**src/rtl/ddr_cmd_arbiter.sv**
```systemverilog
// Round-robin write/read command scheduler for a shared DDR controller,
// with triple-buffered frame banks and per-channel beat pointers.
module ddr_cmd_arbiter #(
    parameter int CTRL_ADDR_WIDTH = 28,
    parameter int BURST_LEN       = 256,
    parameter int FRAME_LEN       = 32768,
    parameter int ADDR_STEP       = 8,
    parameter logic [CTRL_ADDR_WIDTH-1:0] BASE_ADDR    = 28'h0000000,
    parameter logic [CTRL_ADDR_WIDTH-1:0] FRAME_OFFSET = 28'h0200000
) (
    input  logic                       clk,
    input  logic                       rst,
    input  logic                       wr_req,
    input  logic                       wr_frame_start,
    input  logic                       rd_req,
    input  logic                       rd_frame_start,
    output logic                       wr_cmd_en,
    output logic [CTRL_ADDR_WIDTH-1:0] wr_cmd_addr,
    output logic [31:0]                wr_cmd_len,
    input  logic                       wr_cmd_ready,
    input  logic                       wr_cmd_done,
    output logic                       rd_cmd_en,
    output logic [CTRL_ADDR_WIDTH-1:0] rd_cmd_addr,
    output logic [31:0]                rd_cmd_len,
    input  logic                       rd_cmd_ready,
    input  logic                       rd_cmd_done,
    output logic [1:0]                 wr_bank,
    output logic [1:0]                 rd_bank,
    output logic                       busy
);

    localparam int PTR_W = $clog2(FRAME_LEN + 1);
    localparam logic [PTR_W-1:0] P_FRAME = PTR_W'(FRAME_LEN);
    localparam logic [PTR_W-1:0] P_BURST = PTR_W'(BURST_LEN);
    localparam logic [CTRL_ADDR_WIDTH-1:0] A_STEP = CTRL_ADDR_WIDTH'(ADDR_STEP);

    typedef enum logic [2:0] {
        S_IDLE     = 3'd0,
        S_WR_ISSUE = 3'd1,
        S_WR_WAIT  = 3'd2,
        S_RD_ISSUE = 3'd3,
        S_RD_WAIT  = 3'd4
    } state_t;

    state_t           r_state;
    logic [PTR_W-1:0] r_wr_ptr;
    logic [PTR_W-1:0] r_rd_ptr;
    logic [1:0]       r_wr_bank;
    logic [1:0]       r_rd_bank;
    logic [1:0]       r_last_full;
    logic             r_last_rd;
    logic             r_wr_pend;
    logic             r_rd_pend;

    state_t           w_state_nxt;
    logic [PTR_W-1:0] w_wr_ptr_nxt;
    logic [PTR_W-1:0] w_rd_ptr_nxt;
    logic [1:0]       w_wr_bank_nxt;
    logic [1:0]       w_rd_bank_nxt;
    logic [1:0]       w_last_full_nxt;
    logic             w_last_rd_nxt;

    logic             w_idle;
    logic             w_wr_apply;
    logic             w_rd_apply;
    logic [1:0]       w_last_full_a;
    logic [1:0]       w_wr_bank_a;
    logic [1:0]       w_rd_bank_a;
    logic [PTR_W-1:0] w_wr_ptr_a;
    logic [PTR_W-1:0] w_rd_ptr_a;
    logic             w_wr_elig;
    logic             w_rd_elig;

    // The bank that is neither being read nor holding the newest full frame.
    function automatic logic [1:0] free_bank(input logic [1:0] rb,
                                             input logic [1:0] lf);
        if (rb == lf)
            free_bank = (rb == 2'd2) ? 2'd0 : rb + 2'd1;
        else
            free_bank = 2'd3 - rb - lf;
    endfunction

    function automatic logic [CTRL_ADDR_WIDTH-1:0] cmd_addr(
        input logic [1:0]       bank,
        input logic [PTR_W-1:0] ptr
    );
        cmd_addr = BASE_ADDR
                 + CTRL_ADDR_WIDTH'(bank) * FRAME_OFFSET
                 + CTRL_ADDR_WIDTH'(ptr) * A_STEP;
    endfunction

    // Frame starts take effect only in IDLE, write before read.
    assign w_idle        = (r_state == S_IDLE);
    assign w_wr_apply    = w_idle & r_wr_pend;
    assign w_rd_apply    = w_idle & r_rd_pend;
    assign w_last_full_a = (w_wr_apply && r_wr_ptr == P_FRAME)
                         ? r_wr_bank : r_last_full;
    assign w_wr_bank_a   = w_wr_apply
                         ? free_bank(r_rd_bank, w_last_full_a) : r_wr_bank;
    assign w_wr_ptr_a    = w_wr_apply ? '0 : r_wr_ptr;
    assign w_rd_bank_a   = w_rd_apply ? w_last_full_a : r_rd_bank;
    assign w_rd_ptr_a    = w_rd_apply ? '0 : r_rd_ptr;
    assign w_wr_elig     = wr_req & (w_wr_ptr_a < P_FRAME);
    assign w_rd_elig     = rd_req & (w_rd_ptr_a < P_FRAME);

    always_comb begin
        w_state_nxt     = r_state;
        w_wr_ptr_nxt    = r_wr_ptr;
        w_rd_ptr_nxt    = r_rd_ptr;
        w_wr_bank_nxt   = r_wr_bank;
        w_rd_bank_nxt   = r_rd_bank;
        w_last_full_nxt = r_last_full;
        w_last_rd_nxt   = r_last_rd;
        case (r_state)
            S_IDLE: begin
                w_wr_ptr_nxt    = w_wr_ptr_a;
                w_rd_ptr_nxt    = w_rd_ptr_a;
                w_wr_bank_nxt   = w_wr_bank_a;
                w_rd_bank_nxt   = w_rd_bank_a;
                w_last_full_nxt = w_last_full_a;
                if (w_wr_elig && (!w_rd_elig || r_last_rd)) begin
                    w_state_nxt   = S_WR_ISSUE;
                    w_last_rd_nxt = 1'b0;
                end else if (w_rd_elig) begin
                    w_state_nxt   = S_RD_ISSUE;
                    w_last_rd_nxt = 1'b1;
                end
            end
            S_WR_ISSUE: begin
                if (wr_cmd_ready) begin
                    w_wr_ptr_nxt = r_wr_ptr + P_BURST;
                    w_state_nxt  = S_WR_WAIT;
                end
            end
            S_WR_WAIT: begin
                if (wr_cmd_done)
                    w_state_nxt = S_IDLE;
            end
            S_RD_ISSUE: begin
                if (rd_cmd_ready) begin
                    w_rd_ptr_nxt = r_rd_ptr + P_BURST;
                    w_state_nxt  = S_RD_WAIT;
                end
            end
            S_RD_WAIT: begin
                if (rd_cmd_done)
                    w_state_nxt = S_IDLE;
            end
            default: w_state_nxt = S_IDLE;
        endcase
    end

    always_ff @(posedge clk or posedge rst) begin
        if (rst) begin
            r_state     <= S_IDLE;
            r_wr_ptr    <= '0;
            r_rd_ptr    <= '0;
            r_wr_bank   <= 2'd0;
            r_rd_bank   <= 2'd1;
            r_last_full <= 2'd1;
            r_last_rd   <= 1'b1;
            r_wr_pend   <= 1'b0;
            r_rd_pend   <= 1'b0;
        end else begin
            r_state     <= w_state_nxt;
            r_wr_ptr    <= w_wr_ptr_nxt;
            r_rd_ptr    <= w_rd_ptr_nxt;
            r_wr_bank   <= w_wr_bank_nxt;
            r_rd_bank   <= w_rd_bank_nxt;
            r_last_full <= w_last_full_nxt;
            r_last_rd   <= w_last_rd_nxt;
            r_wr_pend   <= wr_frame_start | (r_wr_pend & ~w_wr_apply);
            r_rd_pend   <= rd_frame_start | (r_rd_pend & ~w_rd_apply);
        end
    end

    // Address and length read as zero whenever the command is not valid.
    assign wr_cmd_en   = (r_state == S_WR_ISSUE);
    assign rd_cmd_en   = (r_state == S_RD_ISSUE);
    assign wr_cmd_addr = wr_cmd_en ? cmd_addr(r_wr_bank, r_wr_ptr) : '0;
    assign rd_cmd_addr = rd_cmd_en ? cmd_addr(r_rd_bank, r_rd_ptr) : '0;
    assign wr_cmd_len  = wr_cmd_en ? 32'(BURST_LEN) : 32'd0;
    assign rd_cmd_len  = rd_cmd_en ? 32'(BURST_LEN) : 32'd0;
    assign wr_bank     = r_wr_bank;
    assign rd_bank     = r_rd_bank;
    assign busy        = ~w_idle;

endmodule

```
**config.mk**
```make
export PLATFORM = sky130hd
export DESIGN_NAME = ddr_cmd_arbiter
export DESIGN_NICKNAME = d
export VERILOG_FILES = /design/src/rtl/ddr_cmd_arbiter.sv
export SDC_FILE = /design/constraint.sdc
export NUM_CORES = 1
export LEC_CHECK = 0
export ABC_CLOCK_PERIOD_IN_PS = 2300
export CORE_MARGIN = 4
export CORE_UTILIZATION = 35
export CTS_CLUSTER_DIAMETER = 100
export CTS_CLUSTER_SIZE = 8
export DETAILED_ROUTE_END_ITERATION = 8
export PLACE_DENSITY = 0.82
export SETUP_SLACK_MARGIN = 0.2
export SLEW_MARGIN = 20
export SYNTH_ARGS = -nofsm -noshare
export SYNTH_HDL_FRONTEND = slang
export SYNTH_SLANG_ARGS = --single-unit
```
**constraint.sdc**
```tcl
create_clock -name clk -period 2.3 [get_ports clk]
set_input_delay 0.46 -clock clk [delete_from_list [all_inputs] [get_ports clk]]
set_output_delay 0.46 -clock clk [all_outputs]
set_load 0.01 [all_outputs]
```
==> run_results.csv, run 1 <==
group,metric,value,unit
outcome,status,"completed",
critical_path,worstPathArrival,2.28,ns
cts,cts_max_path_buffers,2,
placed_design,place_hpwl,3773,um
global_route,grt_pass1_vias,1674,
floorplanning,coreArea,0.006531,sq mm
cts,cts-root-buf,"clkbuf_8",
critical_path,endpoint,"wr_bank[1]",
critical_path,crit_fanout,5,
sta,fin_ws,0.2345,ns
synthesis,yosysSeqAreaShare,0.2922,
critical_path,start_kind,"flip-flop",
synthesis,ys_warn_count,0,
floorplanning,die_w,91,um
finish,area_delta_synth_final,12.66,%
sta,finClkSkew,0.008422,ns
power_and_ir_drop,power_density,961.2,mW/mm^2
finish,nets,348,
cts,h-tree-depth,1,
critical_path,cp.required,2.52,ns
synthesis,synth_edf_count,0,
routing,first_pass_iters,4,
placed_design,gp_congestion,0.8426,
sta,rsz0062_at_grt,"yes",
global_route,grt_remaining_overflow,0,
global_route,grt_antenna_before_repair,0,
floorplanning,ios,137,
routing,wl,4979,um
power_and_ir_drop,leakagePower,1.442,nW
synthesis,ys_types,43,
sta,period_minus_slack,2.065,ns
critical_path,rr_endpoint,"wr_bank[1]",
power_and_ir_drop,p_int,0.001530,W
critical_path,crit_chain,"buf_4 > nor4b_4 > nand3_2 > mux2_4 > ha_4 > inv_1 > nor2_2 > mux2i_1 > a21oi_1",
placed_design,place_area,0.002546,sq mm
critical_path,crit_cells,9,
synthesis,synth-seq-cells,28,
sta,fmax,0.4842,GHz
global_route,grt_pass1_wl,7748,um
power_and_ir_drop,netSwitchingPower,0.001081,W
cts,insertion_delay,0.28,ns
cts,cts_tree,"yes",
routing,wire_per_inst,12.14,um
cts,clkTransAtPathRegs,0.10,ns
finish,fin_area,0.002716,sq mm
sta,final_max_slew_viol_count,0,
critical_path,cp_slowest_stage_delay,0.42,ns
run,max-cap-violations,0,
sta,hold_violations,0,
critical_path,r2r_start,"r_state[2]",
power_and_ir_drop,power,0.002611,W
critical_path,crit_slowest_cell,"dfrtp_1",
critical_path,r2r_cells,9,
routing,drc,0,
synthesis,async_flop_share,1.000,
cts,cts_num_sinks,28,
critical_path,critPathLaunch,"r_state[2]",
power_and_ir_drop,combPwrFrac,0.563,
placed_design,io_buffers,38,
power_and_ir_drop,peakVddDrop,0.0003410,V
critical_path,r2r_setup_slack,0.23,ns
critical_path,end_kind,"flip-flop",
routing,drtIter0Drc,42,
routing,avgViaCountPerCell,4.276,
floorplanning,initial_core_util,0.3692,
finish,diodes,0,
cts,cts_buffers,3,
hold_path,worstHoldStart,"r_rd_ptr[15]",
sta,finalCritPeriodShare,0.8980,
finish,drive_above_1_share,0.1471,
cts,holdBufCountCts,0,
power_and_ir_drop,pwr-share-clk,0.119,
power_and_ir_drop,power_frac_seq,0.318,
critical_path,worst_path_dominant_cell_family,"simple AND/OR/NAND/NOR gates",
synthesis,postSynthCellCount,279,
synthesis,syn_avg_cell_area,8.642,sq um
sta,finalSetupTns,0,ns
hold_path,hold_path.class,"flip-flop to flip-flop",
sta,setup_viol,0,
floorplanning,dieArea,0.008281,sq mm
synthesis,yosys_most_used_dff,"dfrtp_1",
floorplanning,rows,29,
critical_path,critPathBufInv,2,
synthesis,syn_area,0.002411,sq mm
floorplanning,die_h,91,um
routing,ant_nets,0,
routing,num_vias,1753,
global_route,grt_max_degree,29,
power_and_ir_drop,p_sw_frac,0.4141,
placed_design,dp_slack,0.1071,ns
critical_path,crit_type,"flip-flop to flip-flop",
global_route,grtUsageTotal,0.1114,
[cell families after synthesis]
logic type      after synthesis  share of synthesized area
flops                        28                     0.2922
other cells                   1                   0.001555
mux                           6                    0.03165
compound gates               28                    0.07680
buf+inv                     115                     0.3389
simple gates                 88                     0.2055
fa+ha+maj                     4                    0.02076
xor+xnor                      9                    0.03270
[worst min path at each step]
stage | to | slack [ns] | depth (start not counted)
after global routing | r_rd_pend | 0.53 | 1
final | r_rd_ptr[15] | 0.49 | 1
after floorplan | r_rd_ptr[15] | 0.45 | 1
after detailed placement | r_rd_pend | 0.48 | 1
after CTS | r_rd_ptr[15] | 0.50 | 1
after global placement | r_rd_pend | 0.48 | 1
[power groups by stage]
stage / clock network (W) / logic [W] / registers (W)
2_1_floorplan: 0 / 0.000976 / 0.000791
3_3_place_gp: 0 / 0.00126 / 0.000828
3_5_place_dp: 0 / 0.00130 / 0.000836
4_1_cts: 0.000323 / 0.00139 / 0.000818
5_1_grt: 0.000335 / 0.00162 / 0.000857
6_report: 0.000309 / 0.00147 / 0.000831
[metal layers]
layer | GRT usage | vias up | share of wire
met5 | 0 | - | 0
met4 | 0.02136 | 0 | 0.010
met3 | 0.03140 | 7 | 0.082
met2 | 0.2042 | 87 | 0.51
met1 | 0.1299 | 830 | 0.40
li1 | - | 829 | -
[cells in the final DEF, fill, tap and decap left out, types with 6 or more instances in the layout]
master           instances
dfrtp_1                 23
clkdlybuf4s50_1         13
buf_4                   20
conb_1                  98
xor2_1                   8
a21oi_1                  6
o21ai_0                  9
nor2_1                  16
nand2_1                 13
inv_1                    7
dlygate4sd2_1           25
and2_1                  19
[stage by stage]
step	util	hold WS, ns	cells
CTS	0.4080	0.5032	408
global placement	0.3898	0.4769	394
detailed placement	0.3898	0.4844	394
global route	0.4159	0.5339	410
floorplan	-	0.4500	376
finish	0.4159	0.4914	410
[cell type report]
class,instances,area [sq um]
Fill cell,643,3815
Tap cell,77,96.34
Multi-Input combinational cell,234,1318
Inverter,8,30.03
Timing Repair Buffer,59,510.5
Clock buffer,4,55.05
Sequential cell,28,706.9
[repair_timing]
| action | in CTS | in global routing |
|---|---|---|
| pin swaps | 0 | 2 |
| resized for setup | 31 | 7 |
| cloned | 1 | 0 |
| endpoints found under the setup margin | 27 | 10 |
| buffers inserted | 9 | 2 |
[synth_stat cells, types with 2 or more instances]
cell / count / area, sq um
buf_4: 100 / 750.7
dfrtp_1: 25 / 625.6
and2_1: 19 / 118.9
nor2_1: 17 / 63.81
nand2_1: 13 / 48.80
o21ai_0: 9 / 45.04
inv_1: 8 / 30.03
xor2_1: 8 / 70.07
a21oi_1: 6 / 30.03
nor3_1: 6 / 30.03
nand3_1: 5 / 25.02
nand4_1: 5 / 31.28
nor2b_1: 5 / 31.28
clkbuf_1: 4 / 15.01
ha_1: 4 / 50.05
nand2b_1: 4 / 25.02
or3_1: 4 / 25.02
and3_1: 3 / 18.77
dfstp_2: 3 / 78.83
a21o_1: 2 / 15.01
buf_2: 2 / 10.01
mux2_2: 2 / 22.52
mux2_4: 2 / 30.03
o2111ai_1: 2 / 17.52
o31ai_1: 2 / 15.01
or2_2: 2 / 12.51
[registers in the layout (all words and copies together) (netlist names)]
signal,cells
r_state,3
r_wr_ptr,8
r_last_rd,1
wr_bank,2
r_last_full,2
rd_bank,2
r_rd_pend,1
r_rd_ptr,8
r_wr_pend,1
Power figures use the tool's default switching activity.
==> run 2, diff against run 1 <==
PLACE_DENSITY = unset   (was 0.82)
PLACE_DENSITY_LB_ADDON = 0.08   (was unset)
==> run 2 against run 1 <==
  * Final cell count rose by 4.4%
  * Register-to-register slack is essentially flat
  * Via count is 0.74% higher
  * Design area up 10%
  * Die area stayed put
  * Non-clock buffer count increased by 18
  * Setup slack lost 0.011 ns
  * Fmax decreased by 0.52%
  * Sequential share of layout area down 2.3 points
==> run_results.csv, run 2 (synthesis gave the netlist of run 1 again) <==
group,metric,value,unit
outcome,status,"completed",
sta,fin_ws,0.2237,ns
routing,drtIter0Drc,65,
cts,cts_num_sinks,28,
floorplanning,die_h,91,um
critical_path,cp.required,1.84,ns
global_route,grt_pass1_vias,1700,
finish,fin_area,0.002990,sq mm
floorplanning,dieArea,0.008281,sq mm
finish,area_delta_synth_final,24.03,%
sta,period_minus_slack,2.076,ns
run,max-cap-violations,0,
finish,drive_above_1_share,0.2422,
critical_path,worstPathArrival,1.62,ns
global_route,grt_max_degree,29,
cts,cts_max_path_buffers,2,
critical_path,crit_fanout,5,
global_route,grt_remaining_overflow,0,
global_route,grt_antenna_before_repair,0,
power_and_ir_drop,netSwitchingPower,0.001195,W
finish,regArea,708.2,sq um
cts,insertion_delay,0.28,ns
floorplanning,die_w,91,um
placed_design,place_area,0.002561,sq mm
sta,finalCritPeriodShare,0.9027,
finish,nets,366,
floorplanning,coreArea,0.006531,sq mm
critical_path,end_kind,"output pin",
critical_path,crit_type,"flip-flop to output pin",
finish,layout_common_cells,"conb_1 (98), buf_4 (34), dfrtp_1 (22)",
cts,h-tree-depth,1,
power_and_ir_drop,combPwrFrac,0.603,
critical_path,start_kind,"flip-flop",
routing,num_vias,1766,
routing,avgViaCountPerCell,4.126,
floorplanning,rows,29,
critical_path,cp_slowest_stage_delay,0.46,ns
power_and_ir_drop,p_int,0.001910,W
placed_design,place_hpwl,3690,um
floorplanning,ios,137,
power_and_ir_drop,peakVddDrop,0.0005275,V
global_route,grt_pass1_wl,8286,um
placed_design,io_buffers,38,
routing,wl,5258,um
sta,setup_viol,0,
finish,nFillCells,653,
power_and_ir_drop,power,0.003105,W
cts,clkTransAtPathRegs,0.11,ns
placed_design,dp_slack,0.09920,ns
sta,rsz0062_at_grt,"yes",
power_and_ir_drop,power_density,1038,mW/mm^2
cts,cts-root-buf,"clkbuf_8",
placed_design,gp_congestion,0.7389,
power_and_ir_drop,power_frac_seq,0.267,
global_route,grtUsageTotal,0.1186,
routing,first_pass_iters,4,
finish,reg_top3,"r_rd_ptr x8, r_wr_ptr x8, r_state x3",
routing,ant_nets,0,
routing,drc,0,
finish,multi_input_area,0.001365,sq mm
finish,final_common_cell,"conb_1",
sta,fmax,0.4816,GHz
sta,hold_violations,0,
power_and_ir_drop,pwr-share-clk,0.131,
sta,finClkSkew,0.005334,ns
finish,stdcell_count,428,
critical_path,crit_chain,"buf_12 > nor3b_4 > buf_4 > buf_6 > dlygate4sd2_1",
sta,final_max_slew_viol_count,0,
floorplanning,initial_core_util,0.3692,
finish,diodes,0,
cts,cts_buffers,3,
routing,wire_per_inst,12.29,um
cts,cts_tree,"yes",
sta,finalSetupTns,0,ns
critical_path,crit_slowest_cell,"dfrtp_2",
power_and_ir_drop,leakagePower,1.700,nW
power_and_ir_drop,p_sw_frac,0.3848,
hold_path,hold_path.class,"flip-flop to flip-flop",
placed_design,place_inst,396,
[run 2: cell types whose count changed in the layout (fill, tap and decap cells not counted), sizes merged]
cell,previous run,this run
dlygate4sd2,25,4
buf,21,46
dlymetal6s2s,0,12
bufinv,0,1
clkdlybuf4s15,0,1
[run 2: worst max-delay path, delay by kind of cell, from the launching register on]
kind	cells	cell delay (ns)
and+or+nand+nor	1	0.23
buffers and inverters	4	0.65
DFF	1	0.46
[run 2: repair_timing]
| action | in CTS | in global routing |
|---|---|---|
| hold buffers | 0 | 0 |
| gates cloned | 1 | 1 |
| buffers inserted | 17 | 9 |
| setup endpoints to repair | 27 | 23 |
| pin swaps | 5 | 7 |
| resized for setup | 45 | 38 |
[run 2: power groups by stage]
stage               clock [W]  combinational [W]  sequential [W]
finish               0.000406            0.00187        0.000828
detailed placement          0            0.00130        0.000847
global route         0.000440            0.00206        0.000860
CTS                  0.000424            0.00165        0.000817
floorplan                   0           0.000976        0.000791
global placement            0            0.00130        0.000849
[run 2: routing by layer]
metal | wire length [um] | track usage | part of all wire | vias to the layer above
li1 | - | - | - | 863
met1 | 2116 | 0.1371 | 0.40 | 832
met2 | 2755 | 0.2244 | 0.52 | 69
met3 | 370 | 0.03058 | 0.070 | 2
met4 | 15 | 0.01508 | 0.0029 | 0
met5 | 0 | 0 | 0 | -
[run 2: layout make-up]
cell class	instances	share of cell area
multi-input combinational	234	0.4565
inverter	8	0.01004
timing repair buffer	77	0.2406
clock buffer	3	0.01381
sequential	28	0.2368
tap	77	0.03222
clock inverter	1	0.01004
[run 2: stage by stage]
stage	utilization	hold slack, ns
after CTS	0.4314	0.4928
after floorplan	-	0.4500
after global routing	0.4579	0.5342
final	0.4579	0.5020
after detailed placement	0.3921	0.4835
after global placement	0.3921	0.4814
[run 2: path summary, 6_finish.rpt]
| check | start | to | slack, ns | cells past startpoint |
|---|---|---|---|---|
| max | r_state[1] | wr_cmd_len[8] | 0.22 | 5 |
| min | r_rd_pend | r_rd_pend | 0.50 | 1 |
| max reg2reg | r_state[1] | wr_bank[0] | 0.23 | 7 |
| min reg2reg | r_rd_pend | r_rd_pend | 0.50 | 1 |
| max in group asynchronous | rst | rd_bank[0] | 1.44 | 3 |
| min in group asynchronous | rst | r_rd_ptr[12] | 0.53 | 3 |
==> run 3, diff against run 2 <==
CTS_CLUSTER_DIAMETER = 200   (was 100)
REMOVE_ABC_BUFFERS = 1   (was unset)
==> run 3 against run 2 <==
  * Flip-flop and latch count unchanged
  * Critical endpoint is now wr_cmd_addr[21]
  * Non-clock buffer count decreased by 13
  * Sequential power about the same
  * Clock skew decreased by 0.0016 ns
  * Sequential share of layout area increased by 1.9 points
==> run_results.csv, run 3 (synthesis gave the netlist of run 1 again) <==
group,metric,value,unit
critical_path,critPathLaunch,"r_state[1]",
sta,final_max_slew_viol_count,0,
floorplanning,initial_core_util,0.3692,
cts,cts_tree,"yes",
power_and_ir_drop,power,0.002832,W
finish,drive_above_1_share,0.1958,
floorplanning,coreArea,0.006531,sq mm
global_route,grt_antenna_before_repair,0,
finish,fin_area,0.002770,sq mm
critical_path,r2r_setup_slack,0.13,ns
critical_path,r2r_start,"r_state[1]",
placed_design,io_buffers,38,
critical_path,worstPathArrival,1.76,ns
critical_path,endpoint,"wr_cmd_addr[21]",
finish,reg_top3,"r_rd_ptr x8, r_wr_ptr x8, r_state x3",
power_and_ir_drop,peakVddDrop,0.0004412,V
cts,clkTransAtPathRegs,0.10,ns
floorplanning,die_h,91,um
routing,first_pass_iters,4,
placed_design,dp_slack,0.1284,ns
global_route,grtUsageTotal,0.1120,
sta,finClkSkew,0.003728,ns
cts,cts_buffers,3,
sta,hold_violations,0,
routing,drtIter0Drc,43,
finish,nets,352,
global_route,grt_remaining_overflow,0,
sta,finalCritPeriodShare,0.9668,
sta,fin_ws,0.07646,ns
outcome,status,"completed",
cts,insertion_delay,0.28,ns
floorplanning,ios,137,
floorplanning,rows,29,
critical_path,r2r_cells,10,
critical_path,cp.required,1.84,ns
sta,holdWs,0.4968,ns
sta,rsz0062_at_grt,"yes",
critical_path,start_kind,"flip-flop",
run,max-cap-violations,0,
placed_design,place_area,0.002567,sq mm
floorplanning,die_w,91,um
routing,ant_nets,0,
routing,drc,0,
placed_design,place_hpwl,3562,um
critical_path,crit_fanout,10,
power_and_ir_drop,power_density,1022,mW/mm^2
cts,cts_num_sinks,28,
global_route,grt_pass1_wl,7748,um
routing,wl,4813,um
routing,wire_per_inst,11.63,um
critical_path,end_kind,"output pin",
critical_path,rr_endpoint,"wr_bank[1]",
finish,layout_common_cells,"conb_1 (98), dfrtp_1 (22), buf_4 (21)",
cts,holdBufCountCts,0,
sta,setup_viol,0,
routing,num_vias,1684,
finish,diodes,0,
routing,avgViaCountPerCell,4.068,
cts,cts_max_path_buffers,2,
critical_path,crit_type,"flip-flop to output pin",
global_route,grt_pass1_vias,1627,
hold_path,hold_path.class,"flip-flop to flip-flop",
finish,area_delta_synth_final,14.89,%
placed_design,gp_congestion,0.7737,
power_and_ir_drop,leakagePower,1.419,nW
cts,h-tree-depth,1,
finish,final_common_cell,"conb_1",
sta,finalSetupTns,0,ns
sta,period_minus_slack,2.224,ns
global_route,grt_max_degree,29,
cts,cts-root-buf,"clkbuf_8",
sta,fmax,0.4497,GHz
floorplanning,dieArea,0.008281,sq mm
run 3: cell types whose count changed in the layout (fill, tap and decap cells not counted), moves of 2 or more:
cell             delta
buf_4              -13
clkbuf_2           +11
dlymetal6s2s_1     -11
clkdlybuf4s50_1     +6
and2_1              +4
and2_4              -4
buf_6               -4
buf_2               -3
dlygate4sd2_1       +2
inv_1               +2
inv_2               -2
run 3: final cells by class:
| type | instances | area [sq um] |
|---|---|---|
| timing repair buffer | 64 | 546.8 |
| inverter | 8 | 30.03 |
| clock buffer | 3 | 41.29 |
| tap | 77 | 96.34 |
| fill | 659 | 3761 |
| clock inverter | 1 | 30.03 |
| sequential | 28 | 708.2 |
| multi-input combinational | 233 | 1318 |
run 3: report_power, final:
| group | internal (W) | switching, W | total [W] |
|---|---|---|---|
| sequential | 0.000653 | 0.000172 | 0.000825 |
| clock | 0.000233 | 0.000167 | 0.000400 |
| combinational | 0.000827 | 0.000780 | 0.00161 |
| total | 0.00171 | 0.00112 | 0.00283 |
run 3: what timing repair did:
item / in CTS / in global routing
pin swaps: 5 / 3
gates resized for setup: 28 / 34
hold endpoints to repair: 0 / 0
buffers inserted: 9 / 5
gates cloned: 0 / 0
setup endpoints to repair: 27 / 23
run 3: metal layers:
metal	up-vias	GRT usage	routed length, um
li1	839	-	-
met2	75	0.1999	2410
met5	-	0	0
met1	768	0.1357	2020
met4	0	0.02387	21
met3	2	0.02893	360
run 3: critical path, cell delays in order, from the launching register on:
cell and delay (ns):
dfrtp_2 0.45, nor3b_4 0.21, buf_6 0.17, and2_1 0.13
clkdlybuf4s50_1 0.53
run 3: through the flow:
| stage | utilization | instances |
|---|---|---|
| finish | 0.4241 | 414 |
| global route | 0.4241 | 414 |
| CTS | 0.4188 | 409 |
| detailed placement | 0.3931 | 396 |
| global placement | 0.3931 | 396 |
| floorplan | - | 269 |
run 3: worst min-delay path by stage:
stage	start	slack (ns)	cells after the start	to
6_report	r_rd_pend	0.50	1	r_rd_pend
5_1_grt	r_rd_ptr[15]	0.54	1	r_rd_ptr[15]
4_1_cts	r_state[2]	0.50	1	r_state[0]
3_5_place_dp	r_rd_pend	0.48	1	r_rd_pend
3_3_place_gp	r_rd_pend	0.48	1	r_rd_pend
2_1_floorplan	r_rd_ptr[15]	0.45	1	r_rd_ptr[15]
